===== src/rtl/load_store_unit.sv =====
// load_store_unit: RV32I load/store initiator for a byte-addressed little-endian data memory.
// Sub-word stores become read-modify-write because the memory always writes a full word.
module load_store_unit #(
    parameter int unsigned MEM_BYTES        = 1024,
    parameter bit          ALLOW_MISALIGNED = 1'b1
) (
    input  logic        clk,
    input  logic        rst_n,
    input  logic        req_valid,
    output logic        req_ready,
    input  logic        req_we,
    input  logic [2:0]  req_funct3,
    input  logic [31:0] req_addr,
    input  logic [31:0] req_wdata,
    output logic        rsp_valid,
    output logic [31:0] rsp_rdata,
    output logic        rsp_err,
    output logic        MemWrite,
    output logic [31:0] A,
    output logic [31:0] WD,
    input  logic [31:0] RD
);
    typedef enum logic [2:0] {S_IDLE, S_RD, S_WR, S_RESP, S_ERR} state_t;

    state_t      state_q, state_d;
    logic        we_q, we_d, ready_q, accept, misal, legal;
    logic [2:0]  f3_q, f3_d;
    logic [31:0] addr_q, addr_d, wdata_q, wdata_d, word_q, word_d, rdata_q, rdata_d, ext;

    always_comb begin
        accept  = req_valid & req_ready;
        misal   = (req_funct3[1:0] == 2'b01 && req_addr[0]) ||
                  (req_funct3[1:0] == 2'b10 && req_addr[1:0] != 2'b00);
        legal   = (req_we ? req_funct3 inside {3'd0, 3'd1, 3'd2}
                          : req_funct3 inside {3'd0, 3'd1, 3'd2, 3'd4, 3'd5}) &&
                  req_addr <= 32'(MEM_BYTES - 4) && (ALLOW_MISALIGNED || !misal);
        ext     = f3_q == 3'd0 ? {{24{RD[7]}}, RD[7:0]} :
                  f3_q == 3'd1 ? {{16{RD[15]}}, RD[15:0]} :
                  f3_q == 3'd4 ? {24'b0, RD[7:0]} :
                  f3_q == 3'd5 ? {16'b0, RD[15:0]} : RD;
        state_d = state_q;
        we_d    = we_q;
        f3_d    = f3_q;
        addr_d  = addr_q;
        wdata_d = wdata_q;
        word_d  = word_q;
        rdata_d = '0;
        case (state_q)
            S_IDLE: if (accept) begin
                we_d    = req_we;
                f3_d    = req_funct3;
                addr_d  = req_addr;
                wdata_d = req_wdata;
                state_d = !legal ? S_ERR : (req_we && req_funct3 == 3'd2) ? S_WR : S_RD;
            end
            S_RD: begin
                word_d  = RD;
                rdata_d = we_q ? 32'd0 : ext;
                state_d = we_q ? S_WR : S_RESP;
            end
            S_WR:    state_d = S_RESP;
            default: state_d = S_IDLE;
        endcase
    end

    always_ff @(posedge clk or negedge rst_n) begin
        if (!rst_n) begin
            state_q <= S_IDLE;
            we_q    <= 1'b0;
            f3_q    <= '0;
            addr_q  <= '0;
            wdata_q <= '0;
            word_q  <= '0;
            rdata_q <= '0;
            ready_q <= 1'b0;
        end else begin
            state_q <= state_d;
            we_q    <= we_d;
            f3_q    <= f3_d;
            addr_q  <= addr_d;
            wdata_q <= wdata_d;
            word_q  <= word_d;
            rdata_q <= rdata_d;
            ready_q <= 1'b1;
        end
    end

    // ready_q delays acceptance until the first edge after reset release
    assign req_ready = ready_q && state_q == S_IDLE;
    assign rsp_valid = state_q == S_RESP || state_q == S_ERR;
    assign rsp_err   = state_q == S_ERR;
    assign rsp_rdata = rdata_q;
    assign MemWrite  = state_q == S_WR;
    assign A         = state_q == S_IDLE ? 32'd0 : addr_q;
    assign WD        = state_q != S_WR ? 32'd0 :
                       f3_q == 3'd0 ? {word_q[31:8], wdata_q[7:0]} :
                       f3_q == 3'd1 ? {word_q[31:16], wdata_q[15:0]} : wdata_q;
endmodule

===== config.mk =====
export PLATFORM = sky130hd
export DESIGN_NAME = load_store_unit
export DESIGN_NICKNAME = d
export VERILOG_FILES = /design/src/rtl/load_store_unit.sv
export SDC_FILE = /design/constraint.sdc
export NUM_CORES = 1
export LEC_CHECK = 0
export CAP_MARGIN = 20
export CORE_MARGIN = 10
export CORE_UTILIZATION = 39
export CTS_CLUSTER_SIZE = 14
export DETAILED_ROUTE_END_ITERATION = 10
export MAX_ROUTING_LAYER = met4
export PLACE_DENSITY = 0.71
export SLEW_MARGIN = 40
export SYNTH_ARGS = -nofsm -noshare
export SYNTH_HDL_FRONTEND = slang
export SYNTH_SLANG_ARGS = --single-unit

===== constraint.sdc =====
create_clock -name clk -period 2.75 [get_ports clk]
set_clock_uncertainty 0.15 [all_clocks]
set_input_delay 0.275 -clock clk [delete_from_list [all_inputs] [get_ports clk]]
set_output_delay 0.275 -clock clk [all_outputs]
set_load 0.1 [all_outputs]

### Yosys cells after proc, flatten, opt, wreduce, memory -nomap -nowiden

Index checks and enable logic that the tools add are counted.

| word-level totals | value |
|---|---|
| register bits | 136 |

| cells by class | value |
|---|---|
| order comparisons | 1 |
| equal/unequal tests | 13 |
| muxes and demuxes | 16 |
| bitwise logic cells | 1 |
| reductions and logical operators | 10 |

Operator list:

| operator | number |
|---|---|
| two-way mux 32 bit | 10 |
| less-or-equal comparator 32 x 10 -> 1 bit (second input constant) | 1 |
| == test 3 bit (second input constant) | 5 |
| == test 3 x 1 -> 1 bit (second input constant) | 3 |
| == test 3 x 2 -> 1 bit (second input constant) | 3 |
| zero test 3 bit | 3 |
| case mux 3 bit (3 select lines) | 1 |
| two-way mux 3 bit | 2 |
| nonzero test 5 bit | 1 |
| logical AND 1 bit | 3 |
| != test 3 x 2 -> 1 bit (second input constant) | 1 |
| nonzero test 3 bit | 1 |
| two-way mux 1 bit | 2 |
| two-way mux 2 bit | 1 |
| != test 2 bit (second input constant) | 1 |
| AND reduction 2 bit | 1 |
| bitwise AND 1 bit | 1 |
| logical OR 1 bit | 1 |

### Logic depth before layout (Yosys ltp)

Gate-level depths: netlist of the first run.

| logic depth | value |
|---|---|
| depth in word-level cells | 7 |
| mapped depth | 7 |
| mapped depth without buffers | 4 |

### Worst setup path before layout of the first run

OpenSTA, ideal clock, no wires.

| timing | value |
|---|---|
| kind | register to output |
| start | register state_q[1] |
| end | output port rsp_valid |
| arrival time | 3.846 ns |
| setup slack | -1.521 ns |
| cell stages (with the launch flop) | 4 |
| buffers on the path | 1 |
| path through | dfrtp_1 > clkbuf_1 > nor3b_1 > o21bai_1 |

| on the way | value |
|---|---|
| longest elaborated chain between the ends | 2 |
| elaborated cells between the ends (all ways) | 3 |
| those cells by class | eq/ne: 2; reduce/logical: 1 |

RTL lines:

| item | RTL line | source |
|---|---|---|
| start: declaration | 25 | `state_t state_q, state_d;` |
| start signal: assignment | 77 | `state_q <= state_d;` |
| == test 3 bit | -- |  |
| named net rsp_err | 17 | `output logic rsp_err,` |
| logical OR 1 bit | 90 | `assign rsp_valid = state_q == S_RESP \|\| state_q == S_ERR;` |
| end: declaration | 15 | `output logic rsp_valid,` |

The timed path passes the listed nets, and every way through them passes these cells.

### Worst setup path in the final report of the first run

| timing | value |
|---|---|
| start | register state_q[2] |
| end | output port WD[25] |

| on the way | value |
|---|---|
| longest elaborated chain between the ends | 2 |

RTL lines:

| item | RTL line | source |
|---|---|---|
| != test 3 x 2 -> 1 bit | 95 | `assign WD = state_q != S_WR ? 32'd0 :` |
| two-way mux 32 bit | 95 |  |
| end: declaration | 20 | `output logic [31:0] WD,` |

Every way passes these cells.

==> flow_summary.json, run 1 <==
{
  "outcome": "finished clean",
  "p_int_mw": 4.62,
  "port_buffers": 202,
  "setup-tns-final_ns": 0,
  "min_period_ns": 2.55,
  "synth_seq_cells": 128,
  "synthArstFlopShare": 1.00,
  "post_drt_wl_per_cell_um": 17.4,
  "synthCells": 604,
  "worst_pin_slew_ns": 0.629,
  "drive_gt1_frac": 0.219,
  "setup-violations-final": 0,
  "synth_edf_count": 0,
  "drt_iter0_drc": 225,
  "power_frac_clock": 0.353,
  "grt_setup_unrepaired": "no",
  "boundaryPins": 203,
  "synth_area_sq_um": 5560,
  "fin_crit_sh": 0.928,
  "drt_first_pass_iters": 4,
  "grt_antenna_before_repair": 1,
  "clk_pin_slew_worst_paths_ns": 0.05,
  "layout_common_cells": "277 x nand2_1, 128 x dfrtp_1, 101 x clkdlybuf4s50_1, 61 x buf_12",
  "cts_buffers": 17,
  "syn_to_final_growth_pct": 59.1,
  "p_sw_frac": 0.308,
  "hpwlAfterDp_um": 13300,
  "core_sq_um": 13900,
  "dp.cells": 962,
  "combPwrFrac": 0.248,
  "fp.dieW_um": 139,
  "grt_max_degree": 58,
  "r2r_setup_slack_ns": 0.50,
  "grt_overflow": 0,
  "cts_max_path_buffers": 2,
  "p_leak_nw": 4.17,
  "initial_core_util": 0.399,
  "slew_headroom": 0.581,
  "vias_per_cell": 4.85,
  "maxCapViolations": 0,
  "reg2reg_depth": 6,
  "drt_wl_total_um": 17300,
  "fin_cells": 995,
  "crit_type": "register to primary output",
  "hold_class": "input pin to async pin",
  "fin_nets": 905,
  "critPathMaxFanout": 25,
  "grt_pass1_wl_um": 27900,
  "dieArea_sq_um": 19400,
  "required_ns": 2.33,
  "ant_nets": 0,
  "worstPathArrival_ns": 2.13,
  "grt_pass1_vias": 5231,
  "r2r-start": "state_q[2]",
  "finalMaxSlewViolations": 0,
  "finalPower_mw": 6.67,
  "die_h_um": 139,
  "synth_cell_types": 37,
  "fin_ws_ns": 0.198,
  "yosys_warnings": 0,
  "num_vias": 4821,
  "place_congestion": 0.913,
  "crit_path_end_kind": "primary output",
  "cts_sinks": 128,
  "clock_latency_ns": 0.41,
  "post-place-ws_ns": 0.480,
  "seq_power_share": 0.398,
  "p_per_area_nw_per_um2": 755,
  "yosysSeqAreaShare": 0.576,
  "drc": 0,
  "ir_worst_vdd_uv": 408,
  "core.rowCount": 43,
  "max_freq_mhz": 392,
  "n_fill_cell": 1122,
  "gr-usage-all-layers": 0.184,
  "final_common_cell": "nand2_1",
  "synth_fp_nets": 707,
  "hold_viol": 0,
  "r2r-end": "wdata_q[26]",
  "synthFlopType": "dfrtp_1",
  "syn_area_per_cell_sq_um": 9.20,
  "power.switching_mw": 2.05,
  "root_buffer": "clkbuf_16",
  "critPathLaunchType": "register",
  "post_cts_buffers": 0,
  "tritoncts": "yes",
  "htreeDepth": 4,
  "whs_ns": 0.204
}
==> state kept, by name, summed over array words and instances (netlist names) <==
signal,count
addr_q,32
f3_q,3
ready_q,1
rsp_rdata,32
state_q,3
wdata_q,32
we_q,1
word_q,24
==> critical path, cell delays in order, from the launching register on <==
cell and delay, ns:
dfrtp_1 0.53, nor2_2 0.32, nand2_1 0.09, buf_4 0.24, a21oi_1 0.30, buf_12 0.22
==> synth_stat cells, types with 2 or more instances <==
cell type	n	area, sq um
nand4_1	3	18.8
nor2_1	4	15.0
o21ai_0	2	10.0
nor3_4	2	32.5
nor2b_1	32	200
buf_4	7	52.6
dfrtp_1	128	3200
mux2_2	24	270
nand2_1	277	1040
and3_1	9	56.3
and2_1	9	56.3
nor3_1	3	15.0
nor2_2	2	12.5
nor4_1	5	31.3
clkbuf_1	16	60.1
or3_1	2	12.5
buf_2	5	25.0
inv_1	2	7.51
a21oi_1	49	245
buf_6	6	67.6
==> repair_timing <==
item / in CTS / in global routing
endpoints found under the hold margin: 48 / 0
gates resized for setup: 0 / 1
hold buffers: 1 / 0
endpoints found under the setup margin: 0 / 24
==> routing by layer <==
metal / GRT usage / up-vias / wire length, um
met1: 0.195 / 2322 / 6820
li1: - / 2327 / -
met4: 0.0588 / 0 / 238
met3: 0.0769 / 17 / 1530
met2: 0.305 / 155 / 8750
met5: - / - / 0
==> through the flow <==
stage,util,cell area [sq um]
after global routing,0.634,8840
after detailed placement,0.589,8200
after CTS,0.634,8830
after global placement,0.588,8200
after floorplan,-,5570
final,0.634,8840
==> power groups by stage <==
stage	Combinational, mW	Clock [mW]	Sequential [mW]
4_1_cts	1.67	2.40	2.65
2_1_floorplan	1.09	0	2.59
5_1_grt	1.81	2.48	2.72
3_3_place_gp	1.62	0	2.65
6_report	1.66	2.36	2.66
3_5_place_dp	1.66	0	2.68
==> cell families after synthesis <==
| group | count (synthesis) | share of synthesized area |
|---|---|---|
| compound gates | 58 | 0.0556 |
| buf+inv | 36 | 0.0383 |
| flops | 128 | 0.576 |
| mux | 24 | 0.0486 |
| other cells | 1 | 0.000675 |
| simple gates | 357 | 0.280 |
==> cell type report <==
type	instances	area, sq um	share of cell area
sequential	128	3200	0.362
inverter	2	7.51	0.000849
clock buffer	21	460	0.0521
antenna	1	2.50	0.000283
clock inverter	10	159	0.0180
multi-input combinational	440	2160	0.244
tap	180	225	0.0255
timing repair buffer	213	2620	0.297
==> how the worst max path moves through the flow <==
stage | start | end | slack (ns) | cells past startpoint
after floorplan | state_q[2] | WD[22] | -0.32 | 5
after detailed placement | state_q[2] | wdata_q[26] | 0.48 | 6
after CTS | state_q[2] | WD[20] | 0.08 | 5
after global routing | state_q[2] | WD[16] | 0.04 | 5
after global placement | state_q[2] | wdata_q[26] | 0.52 | 6
final | state_q[2] | WD[25] | 0.20 | 5
No activity file was read; power rests on OpenSTA's default activity.
==> run 2, diff against run 1 <==
CAP_MARGIN = default   (was 20)
CORE_MARGIN = 2   (was 10)
==> run 2 against run 1 <==
  * Via count up 0.54%
  * Register-to-register slack better by 0.13 ns
  * Routed wire length shrank 11%
  * First-iteration DRC count rose by 45%
  * Sequential power is essentially flat
  * Final cell count grew 0.10%
  * Die area is 22% lower
  * Clock power up 5%
  * Count of clock-buffer cells in the layout shrank 2
  * Maximum frequency is 1.6% higher
  * Worst setup slack better by 0.041 ns
  * Critical endpoint is now WD[9]
==> flow_summary.json, run 2 (synthesized netlist as in run 1, its figures left out) <==
{
  "outcome": "finished clean",
  "final_common_cell": "nand2_1",
  "place_area_sq_um": 8220,
  "cts_buffers": 17,
  "max_stage_delay_ns": 0.52,
  "slew_headroom": 0.575,
  "r2r_setup_slack_ns": 0.63,
  "drt_iter0_drc": 327,
  "p_leak_nw": 4.17,
  "grt_pass1_wl_um": 24400,
  "post_cts_buffers": 0,
  "clock_latency_ns": 0.41,
  "cp_slowest_cell": "dfrtp_1",
  "crit_type": "register to primary output",
  "crit_path_cell_trace": "nor2_1, buf_4, nand2_1, buf_4, a21oi_1, buf_12",
  "clk_pin_slew_worst_paths_ns": 0.06,
  "setup-violations-final": 0,
  "dieArea_sq_um": 15200,
  "max_freq_mhz": 398,
  "min_period_ns": 2.51,
  "hpwlAfterDp_um": 11500,
  "ir_worst_vdd_uv": 390,
  "post-place-ws_ns": 0.545,
  "p_per_area_nw_per_um2": 763,
  "ant_nets": 0,
  "cp_num_buf_inv": 3,
  "fp.dieW_um": 123,
  "tritoncts": "yes",
  "drc": 0,
  "core_sq_um": 13900,
  "grt_setup_unrepaired": "no",
  "grt_max_degree": 71,
  "grt_overflow": 0,
  "r2r-end": "wdata_q[22]",
  "vias_per_cell": 4.87,
  "path_common_cell": "buf_4",
  "seq_area_sq_um": 3200,
  "place_congestion": 0.792,
  "grt_pass1_vias": 4882,
  "cts_sinks": 128,
  "post_drt_wl_per_cell_um": 15.6,
  "gr-usage-all-layers": 0.217,
  "whs_ns": 0.232,
  "hold_viol": 0,
  "required_ns": 2.33,
  "critPathMaxFanout": 25,
  "syn_to_final_growth_pct": 59.9,
  "final_area_sq_um": 8890,
  "fin_nets": 905,
  "drt_wl_total_um": 15500,
  "cts_max_path_buffers": 2,
  "crit_path_end_kind": "primary output",
  "grt_antenna_before_repair": 1,
  "drive_gt1_frac": 0.220,
  "layout_common_cells": "277 x nand2_1, 128 x dfrtp_1, 101 x clkdlybuf4s50_1, 62 x buf_12, 49 x a21oi_1",
  "r2r-start": "state_q[2]",
  "port_buffers": 202,
  "critPathLaunchType": "register",
  "boundaryPins": 203,
  "drt_first_pass_iters": 7,
  "maxCapViolations": 0,
  "post-route-util": 0.640,
  "core.rowCount": 43,
  "num_vias": 4847,
  "finalPower_mw": 6.78,
  "fin_crit_sh": 0.913,
  "fin_ws_ns": 0.239,
  "worst_pin_slew_ns": 0.638,
  "cp_top_family": "buffers and inverters",
  "htreeDepth": 4,
  "initial_core_util": 0.400,
  "finalMaxSlewViolations": 0,
  "die_h_um": 123,
  "reg2reg_depth": 6,
  "hold_class": "input pin to async pin",
  "n_fill_cell": 1120,
  "multi_input_area_sq_um": 2160,
  "worstPathArrival_ns": 2.09,
  "root_buffer": "clkbuf_16"
}
## run 2: report_power, final
part	leakage, nW	total [mW]	internal [mW]	switching (mW)
sequential	1.62	2.66	2.38	0.287
clock	0.302	2.47	1.63	0.842
combinational	2.24	1.64	0.679	0.959
total	4.17	6.78	4.69	2.09
## run 2: how the worst max path moves through the flow
stage / start / endpoint / cells after the start
final: state_q[2] / WD[9] / 6
after global routing: state_q[2] / WD[9] / 6
after CTS: f3_q[1] / WD[29] / 5
after detailed placement: f3_q[1] / WD[29] / 5
after global placement: f3_q[1] / WD[26] / 5
after floorplan: state_q[2] / WD[22] / 5
## run 2: cell type report
| cell class | count | area share |
|---|---|---|
| antenna | 1 | 0.000282 |
| clock buffer | 19 | 0.0498 |
| clock inverter | 13 | 0.0237 |
| inverter | 2 | 0.000845 |
| multi-input combinational | 440 | 0.243 |
| sequential | 128 | 0.360 |
| tap | 180 | 0.0253 |
| timing repair buffer | 213 | 0.296 |
## run 2: timing repair
item / in CTS / in global routing
resized for setup: 0 / 1
endpoints found under the setup margin: 0 / 12
hold buffers: 1 / 0
endpoints found under the hold margin: 57 / 0
## run 2: through the flow
| stage | instances | TNS [ns] |
|---|---|---|
| global route | 996 | 0 |
| floorplan | 604 | -7.37 |
| detailed placement | 962 | 0 |
| finish | 996 | 0 |
| global placement | 962 | 0 |
| CTS | 995 | 0 |
## run 2: routing by layer
metal	up-vias	share of wire	track usage
met5	-	0	-
met4	0	0.014	0.0632
met3	19	0.084	0.0683
met2	181	0.50	0.347
met1	2327	0.40	0.264
li1	2320	-	-
==> run 3, diff against run 2 <==
CORE_UTILIZATION = 45   (was 39)
PLACE_DENSITY = 0.8   (was 0.71)
==> run 3 against run 2 <==
  * Clock power about the same
  * Global-route usage up 3.7 points
  * Count of clock-buffer cells in the layout unchanged
  * Power down 0.14%
  * First-iteration DRC count up 4.0%
  * Critical path depth unchanged
  * Combinational power about the same
  * Sequential share of layout area up 0.28 points
  * Worst hold slack worse by 0.0084 ns
  * Maximum frequency up 0.15%
  * Final cell count down 3.3%
==> flow_summary.json, run 3 (synthesized netlist as in run 1, its figures left out) <==
{
  "post_drt_wl_per_cell_um": 16.3,
  "clock_latency_ns": 0.41,
  "ant_nets": 0,
  "port_buffers": 202,
  "setup-violations-final": 0,
  "finalPower_mw": 6.77,
  "maxCapViolations": 0,
  "grt_overflow": 0,
  "r2r-start": "state_q[2]",
  "fin_nets": 906,
  "core_sq_um": 12000,
  "tritoncts": "yes",
  "cts_sinks": 128,
  "drc": 0,
  "gr-usage-all-layers": 0.253,
  "drt_first_pass_iters": 5,
  "vias_per_cell": 5.18,
  "dp.cells": 930,
  "root_buffer": "clkbuf_16",
  "num_vias": 4989,
  "slew_headroom": 0.575,
  "core.rowCount": 40,
  "syn_to_final_growth_pct": 58.7,
  "min_period_ns": 2.51,
  "post_cts_buffers": 0,
  "hpwlAfterDp_um": 11400,
  "die_h_um": 115,
  "place_congestion": 0.867,
  "fin_ws_ns": 0.243,
  "dieArea_sq_um": 13300,
  "diodes": 0,
  "initial_core_util": 0.463,
  "grt_pass1_vias": 5142,
  "layout_common_cells": "277 x nand2_1, 128 x dfrtp_1, 101 x clkdlybuf4s50_1, 60 x buf_12, 51 x buf_4",
  "ir_worst_vdd_uv": 412,
  "cts_max_path_buffers": 2,
  "clk_pin_slew_worst_paths_ns": 0.06,
  "crit_type": "register to primary output",
  "worst_pin_slew_ns": 0.638,
  "reg2reg_depth": 6,
  "grt_pass1_wl_um": 24900,
  "critPathMaxFanout": 25,
  "worstPathArrival_ns": 2.08,
  "hold_class": "input pin to async pin",
  "r2r_setup_slack_ns": 0.61,
  "drt_wl_total_um": 15700,
  "finalMaxSlewViolations": 0,
  "grt_max_degree": 53,
  "max_freq_mhz": 399,
  "p_leak_nw": 4.17,
  "p_per_area_nw_per_um2": 767,
  "fin_crit_sh": 0.912,
  "fp.dieW_um": 115,
  "r2r-end": "f3_q[0]",
  "boundaryPins": 203,
  "grt_setup_unrepaired": "no",
  "grt_antenna_before_repair": 0,
  "cts_buffers": 17,
  "crit_path_end_kind": "primary output",
  "drive_gt1_frac": 0.219,
  "htreeDepth": 4,
  "outcome": "finished clean",
  "critPathLaunchType": "register",
  "required_ns": 2.33,
  "post-place-ws_ns": 0.516,
  "fin_cells": 963,
  "hold_viol": 0,
  "final_common_cell": "nand2_1",
  "drt_iter0_drc": 340
}
[run 3: worst max path at each step]
stage / from / to / slack [ns] / depth (start not counted)
floorplan: state_q[2] / WD[22] / -0.32 / 5
global placement: state_q[2] / f3_q[0] / 0.61 / 6
detailed placement: f3_q[1] / rsp_rdata[18] / 0.52 / 4
CTS: f3_q[1] / WD[18] / 0.07 / 5
global route: state_q[2] / WD[12] / 0.11 / 6
finish: state_q[2] / WD[14] / 0.24 / 6
[run 3: worst max-delay path, stage by stage (launching register included)]
cell and delay [ns]:
dfrtp_1 0.52, nor2_1 0.16, buf_4 0.16, nand2_1 0.06
buf_4 0.25, a21oi_1 0.30, buf_12 0.22
[run 3: layout make-up]
type,count,area (sq um)
sequential,128,3200
fill,828,3190
timing repair buffer,214,2620
multi-input combinational,440,2160
clock buffer,19,433
clock inverter,13,213
tap,147,184
inverter,2,7.51
[run 3: timing repair]
item / 4_1_cts / 5_1_grt
hold buffers: 1 / 0
endpoints found under the hold margin: 49 / 0
gates resized for setup: 0 / 1
setup endpoints to repair: 0 / 16
[run 3: routing by layer]
| metal | global-route usage | routed length (um) | vias up |
|---|---|---|---|
| li1 | - | - | 2330 |
| met1 | 0.297 | 6140 | 2394 |
| met2 | 0.412 | 7990 | 230 |
| met3 | 0.0722 | 1180 | 35 |
| met4 | 0.104 | 416 | 0 |
| met5 | - | 0 | - |
[run 3: power breakdown]
part	internal [mW]	total [mW]	leakage, nW	switching (mW)
combinational	0.681	1.65	2.25	0.973
clock	1.61	2.44	0.303	0.829
sequential	2.38	2.67	1.62	0.297
total	4.67	6.77	4.17	2.10
[run 3: stage by stage]
step / TNS (ns) / hold slack, ns / cell area (sq um) / utilization
after floorplan: -7.37 / -0.171 / 5570 / -
after global placement: 0 / 0.0901 / 8150 / 0.679
after detailed placement: 0 / 0.0975 / 8150 / 0.679
after CTS: 0 / 0.222 / 8810 / 0.733
after global routing: 0 / 0.241 / 8820 / 0.734
final: 0 / 0.224 / 8820 / 0.734
